===== config.mk =====
export PLATFORM = sky130hd
export DESIGN_NAME = spi_master_rw
export DESIGN_NICKNAME = d
export VERILOG_FILES = /design/src/rtl/spi_master_rw.sv
export SDC_FILE = /design/constraint.sdc
export NUM_CORES = 1
export LEC_CHECK = 0
export ABC_AREA = 1
export CAP_MARGIN = 0
export CORE_ASPECT_RATIO = 0.6
export CORE_UTILIZATION = 54
export DETAILED_ROUTE_END_ITERATION = 12
export GPL_TIMING_DRIVEN = 0
export PLACE_DENSITY_LB_ADDON = 0.08
export SETUP_SLACK_MARGIN = 0.05
export SYNTH_ARGS = -nofsm -noshare
export SYNTH_HDL_FRONTEND = slang
export SYNTH_SLANG_ARGS = --single-unit

===== constraint.sdc =====
create_clock -name i_clock -period 2.17 [get_ports i_clock]
set_input_delay 0.434 -clock i_clock [delete_from_list [all_inputs] [get_ports i_clock]]
set_output_delay 0.434 -clock i_clock [all_outputs]
set_load 0.02 [all_outputs]

===== src/rtl/spi_master_rw.sv =====
// Parametrised SPI master for the LCD/HDP control port.
// One frame = R/W bit + address + data, MSB first, with optional read-back on i_sdi.
module spi_master_rw #(
    parameter int ADDR_WIDTH = 7,
    parameter int DATA_WIDTH = 8,
    parameter int CLK_DIV    = 1,
    parameter int CS_SETUP   = 1,
    parameter int CS_HOLD    = 1,
    parameter int CS_GAP     = 1
) (
    input  logic                  i_clock,
    input  logic                  i_reset,
    input  logic                  i_txBegin,
    input  logic                  i_txRead,
    input  logic [ADDR_WIDTH-1:0] i_txAddress,
    input  logic [DATA_WIDTH-1:0] i_txData,
    output logic                  o_txBusy,
    output logic                  o_txDone,
    output logic [DATA_WIDTH-1:0] o_rxData,
    output logic                  o_sen,
    output logic                  o_sck,
    output logic                  o_sdat,
    input  logic                  i_sdi
);

    localparam int NBITS = 1 + ADDR_WIDTH + DATA_WIDTH;
    localparam int BW    = $clog2(NBITS + 1);
    localparam int DW    = $clog2(CLK_DIV + 1);
    localparam int MAXHG = (CS_HOLD > CS_GAP) ? CS_HOLD : CS_GAP;
    localparam int MAXC  = (CS_SETUP > MAXHG) ? CS_SETUP : MAXHG;
    localparam int CW    = $clog2(MAXC + 1);

    typedef enum logic [2:0] {IDLE, SETUP, SHIFT, HOLD, GAP} state_t;

    state_t                state;
    logic [NBITS-1:0]      txShift;
    logic [DATA_WIDTH-1:0] rxShift;
    logic                  isRead;
    logic                  phase;
    logic [BW-1:0]         bitIdx;
    logic [DW-1:0]         divCnt;
    logic [CW-1:0]         cnt;
    logic                  inData;
    logic                  nextInData;

    assign inData     = bitIdx >= BW'(1 + ADDR_WIDTH);
    assign nextInData = bitIdx >= BW'(ADDR_WIDTH);

    always_ff @(posedge i_clock) begin
        o_txDone <= 1'b0;
        if (i_reset) begin
            state    <= IDLE;
            txShift  <= '0;
            rxShift  <= '0;
            isRead   <= 1'b0;
            phase    <= 1'b0;
            bitIdx   <= '0;
            divCnt   <= '0;
            cnt      <= '0;
            o_txBusy <= 1'b0;
            o_rxData <= '0;
            o_sen    <= 1'b1;
            o_sck    <= 1'b0;
            o_sdat   <= 1'b0;
        end else begin
            unique case (state)
                IDLE: begin
                    if (i_txBegin) begin
                        state    <= SETUP;
                        txShift  <= {i_txRead, i_txAddress, i_txData};
                        rxShift  <= '0;
                        isRead   <= i_txRead;
                        cnt      <= CW'(CS_SETUP - 1);
                        o_txBusy <= 1'b1;
                        o_sen    <= 1'b0;
                        o_sdat   <= i_txRead;
                    end
                end
                SETUP: begin
                    if (cnt == '0) begin
                        state  <= SHIFT;
                        phase  <= 1'b0;
                        bitIdx <= '0;
                        divCnt <= DW'(CLK_DIV - 1);
                    end else begin
                        cnt <= cnt - 1'b1;
                    end
                end
                SHIFT: begin
                    if (divCnt != '0) begin
                        divCnt <= divCnt - 1'b1;
                    end else if (!phase) begin
                        phase  <= 1'b1;
                        o_sck  <= 1'b1;
                        divCnt <= DW'(CLK_DIV - 1);
                        if (isRead && inData)
                            rxShift <= (rxShift << 1) | DATA_WIDTH'(i_sdi);
                    end else begin
                        o_sck <= 1'b0;
                        if (bitIdx == BW'(NBITS - 1)) begin
                            state  <= HOLD;
                            o_sdat <= 1'b0;
                            cnt    <= CW'(CS_HOLD - 1);
                        end else begin
                            // read frames keep MOSI low while the slave returns data
                            phase   <= 1'b0;
                            bitIdx  <= bitIdx + 1'b1;
                            divCnt  <= DW'(CLK_DIV - 1);
                            txShift <= txShift << 1;
                            o_sdat  <= (isRead && nextInData) ? 1'b0
                                                              : txShift[NBITS-2];
                        end
                    end
                end
                HOLD: begin
                    if (cnt == '0) begin
                        state    <= GAP;
                        o_sen    <= 1'b1;
                        o_txDone <= 1'b1;
                        cnt      <= CW'(CS_GAP - 1);
                        if (isRead)
                            o_rxData <= rxShift;
                    end else begin
                        cnt <= cnt - 1'b1;
                    end
                end
                GAP: begin
                    if (cnt == '0) begin
                        state    <= IDLE;
                        o_txBusy <= 1'b0;
                    end else begin
                        cnt <= cnt - 1'b1;
                    end
                end
                default: state <= IDLE;
            endcase
        end
    end

endmodule


Yosys cells after proc, flatten, opt, wreduce, memory -nomap -nowiden
Cells that the tools add are included.
{"block": "totals", "out_inout_bits": 13, "elab_cells": 109, "in_bits": 20, "reg_bits": 48}
{"block": "classes", "order_cmp": 2, "add_sub_neg": 3, "eq_ne": 15, "bitwise": 4, "mux": 48, "reduce_logical": 23}
{"cell": "two-way mux 15 bit", "n": 4}
{"cell": "two-way mux 8 bit", "n": 4}
{"cell": "one-hot mux 15 bit (2 select lines)", "n": 1}
{"cell": "two-way mux 3 bit", "n": 7}
{"cell": "two-way mux 5 bit", "n": 4}
{"cell": "!= test 2 bit (second input constant)", "n": 10}
{"cell": "AND reduction 5 bit", "n": 4}
{"cell": "two-way mux 1 bit", "n": 19}
{"cell": "one-hot mux 8 bit (2 select lines)", "n": 1}
{"cell": "one-hot mux 3 bit (5 select lines)", "n": 1}
{"cell": "AND reduction 3 bit", "n": 4}
{"cell": "one-hot mux 1 bit (2 select lines)", "n": 5}
{"cell": "one-hot mux 5 bit (2 select lines)", "n": 1}
{"cell": "bitwise OR 8 x 1 -> 8 bit", "n": 1}
{"cell": "nonzero test 2 bit", "n": 4}
{"cell": "AND reduction 7 bit", "n": 1}
{"cell": "equality test 3 x 2 -> 1 bit (second input constant)", "n": 2}
{"cell": "AND reduction 2 bit", "n": 3}
{"cell": "adder 5 x 1 -> 5 bit (second input constant)", "n": 1}
{"cell": "equality test 5 x 4 -> 1 bit (second input constant)", "n": 1}
{"cell": ">= comparator 5 x 3 -> 1 bit (second input constant)", "n": 1}
{"cell": ">= comparator 5 x 4 -> 1 bit (second input constant)", "n": 1}
{"cell": "AND reduction 4 bit", "n": 1}
{"cell": "equality test 3 x 1 -> 1 bit (second input constant)", "n": 1}
{"cell": "other kinds (9)", "n": 13}

Logic depth before layout (Yosys ltp)
{"block": "logic_depth", "depth_word": 7, "ltp_mapped": 11, "ltp_nobuf": 11}

Least setup slack after synthesis
Ideal clock, no wire load.
{"block": "synth_path", "path_kind": "register to register", "start": "register bitIdx[0]", "end": "register bitIdx[1]", "path_slack_ps": 654, "setup_ps": 116, "synth_period_minus_slack_ps": 1516, "path_stages_with_launch": 12, "required_time_ps": 2054, "arrival_ps": 1400, "path_cell_list": "dfxtp_1 ha_1 nand2_1 nor2_1 ha_1 inv_1 nand3_1 nand2_1 nand2_2 clkinv_1 nor2_1 nor2_1"}
{"block": "synth_between", "elab_chain_cells": 5}
{"item": "start: declaration", "line": "40", "rtl": "logic [BW-1:0] bitIdx;"}
{"item": "start signal: assignment", "line": "107", "rtl": "bitIdx <= bitIdx + 1'b1;"}
{"item": "adder 5 x 1 -> 5 bit", "line": "107"}
{"item": "two-way mux 5 bit", "line": "100", "rtl": "if (bitIdx == BW'(NBITS - 1)) begin"}
{"item": "two-way mux 5 bit", "line": "92", "rtl": "end else if (!phase) begin"}
{"item": "two-way mux 5 bit", "line": "90", "rtl": "if (divCnt != '0) begin"}
{"item": "one-hot mux 5 bit (2 select lines)", "line": "66", "rtl": "unique case (state)"}
Several ways; a longest one is shown, not always the timed one. The select of a mux whose other input is x is not followed.
A chain may end at the register's enable or synchronous reset.

Worst setup path after layout
Ends and elaborated chain as after synthesis.

==> run_results.csv <==
group,metric,value,unit
outcome,run_status,"completed",
clocking,cts_made_buffers,5,
layout,design_area,2760,um2
floorplan,rows,17,
layout,fillers,330,
grt,grt_pass1_wl,8820,um
route,drc_errors,0,
clocking,cts-root-buf,"clkbuf_8",
route,detail_route.wl_per_cell,12.0,um
synth,synth_cell_type_count,27,
floorplan,dieArea,4500,um2
synth,synth_top_area_share,40.4,%
route,vias,2138,
sta,holdWs,464,ps
clocking,cts_setup_buffers,0,
layout,layout.cells.most_common,"nand2_1",
placed_design,gp_congestion,0.848,
sta,slew_viol_final,0,
sta,min_period_over_period,84.2,%
sta,hold_violations,0,
pwr,power.density,1220,nW/um2
placed_design,post_dp_cell_area,2660,um2
synth,ys_warn_count,0,
grt,grt_max_degree,14,
pwr,p_sw_share,42.5,%
critical_path,worstSetupPathType,"register to register",
grt,grt_use_total,25.5,%
layout,area_growth,20.7,%
synth,ys_seq_area_share,40.4,%
pwr,leakage,1.23,nW
synth,syn_area_per_cell,6.75,um2
layout,drive_gt1_share,7.96,%
layout,antenna_cells,0,
floorplan,die_height,52.4,um
worst_hold_path,min_path_type,"register to register",
layout,nets,399,
critical_path,cp_data_required_time,2360,ps
floorplan,io_pins,33,
critical_path,critPathMaxFanout,5,
pwr,p_int,1.93,mW
route,drtIter0Drc,118,
pwr,combPwrFrac,46.6,%
pwr,p_switching,1.43,mW
floorplan,initial_core_util,59.3,%
floorplan,die_w,85.9,um
critical_path,start_kind,"register",
synth,syn_nets,361,
floorplan,core-area,3850,um2
route,drt_wl_total,5200,um
clocking,cts_resized,0,
sta,max_freq,548,MHz
clocking,htreeDepth,2,
pwr,seqPwrFrac,37.3,%
clocking,cts_buffer_depth,2,
synth,yosysTopAreaCell,"dfxtp_1",
sta,setup_viol,0,
sta,fin_crit,1830,ps
synth,synth_seq_cells,46,
clocking,clk_pin_slew,80,ps
critical_path,worstSetupEndpointType,"register",
layout,final_cell_mix,"nand2_1 (85), nor2_1 (59), dfxtp_1 (46)",
pwr,power_frac_clock,16.1,%
clocking,holdBufCountCts,0,
route,firstDrtPassIters,5,
sta,rsz0062_at_grt,"no",
clocking,cts.sinks,46,
placed_design,portBuffers,31,
grt,grt_pass1_vias,1859,
route,vias_per_cell,4.93,
sta,fin_ws,344,ps
grt,antenna_found_initial,0,
critical_path,worst-endpoint-arrival,2020,ps
placed_design,hpwlAfterDp,3780,um
pwr,vdd_drop_max,0.718,mV
sta,fin_setup_tns,0,ps
route,postRouteAntennaNets,0,
sta,relSlewSlack,69.1,%
synth,syn_area,2280,um2
run,maxCapViolCount,0,
grt,gr-total-overflow,0,
synth,yosys-top-cells-area,"dfxtp_1 (40%), nand2_1 (14%), nor2_1 (9.7%)",
synth,netlist_instances,338,
clocking,cts_tree,"built",
sta,clock_skew,7.04,ps
clocking,clk_latency,300,ps
placed_design,pre_cts_ws,392,ps
sta,worstMarginPinSlew,464,ps
per-layer routing:
metal  GRT usage [%]  share of wire [%]
met5               0                  0
met4            3.89                  0
met2            34.5                 38
met3            7.87                9.1
met1            39.2                 53
power groups by stage:
stage          Combinational (mW)  Clock (mW)  Sequential [mW]
2_1_floorplan                1.17           0             1.25
3_3_place_gp                 1.51           0             1.26
3_5_place_dp                 1.53           0             1.27
4_1_cts                      1.55       0.543             1.25
5_1_grt                      1.77       0.586             1.28
6_report                     1.57       0.542             1.26
final cells by class:
| type | count | area, um2 | area share (%) |
|---|---|---|---|
| multi-input combinational | 231 | 1090 | 39.6 |
| tap | 57 | 71.3 | 2.59 |
| inverter | 44 | 165 | 5.99 |
| timing repair buffer | 31 | 310 | 11.3 |
| buffer | 17 | 106 | 3.86 |
| clock buffer | 7 | 86.3 | 3.13 |
| sequential | 46 | 921 | 33.4 |
| clock inverter | 1 | 5.00 | 0.182 |
worst max-delay path, cell delays in order, from the launching register on:
cell	delay [ps]
dfxtp_1	410
ha_1	190
nand2_1	90
nor2_1	130
ha_1	210
inv_1	80
nand3_1	100
nand2_1	130
nand2_2	130
clkinv_1	110
nor2_1	100
nor2_1	50
cells by family (layout without fill, tap and decap cells):
kind of cell / count (synthesis) / count (layout) / synth area share [%]
and+or+nand+nor: 192 / 192 / 38.0
AOI/OAI and AO/OA: 36 / 36 / 8.06
DFF: 46 / 46 / 40.4
adders and majority gates: 3 / 3 / 1.64
buffers and inverters: 61 / 100 / 11.9
cell usage after synthesis, drive strengths merged:
cell    instances
a21oi          15
a31oi           1
buf            11
clkbuf          6
clkinv          1
dfxtp          46
ha              3
inv            43
nand2          90
nand3          28
nand3b          1
nand4          11
nor2           60
nor3            2
o21ai          19
o31ai           1
through the flow:
stage / instances / power, mW / utilization (%)
2_1_floorplan: 338 / 2.42 / -
3_3_place_gp: 426 / 2.77 / 69.2
3_5_place_dp: 426 / 2.80 / 69.2
4_1_cts: 434 / 3.35 / 71.6
5_1_grt: 434 / 3.64 / 71.6
6_report: 434 / 3.37 / 71.6
flip-flops by register name, indices dropped and copies added, names as in the netlist, 3 cells and up:
name and cells:
txShift 15, state 3, bitIdx 5, rxShift 8, o_rxData 8
worst paths after layout:
kind | end | start | slack, ps | depth (start not counted)
max reg2reg | bitIdx[1] | bitIdx[0] | 340 | 11
min reg2reg | o_rxData[1] | o_rxData[1] | 460 | 2
max | bitIdx[1] | bitIdx[0] | 340 | 11
min | o_rxData[1] | o_rxData[1] | 460 | 2
Note: power is estimated with default switching activity, not from simulation.
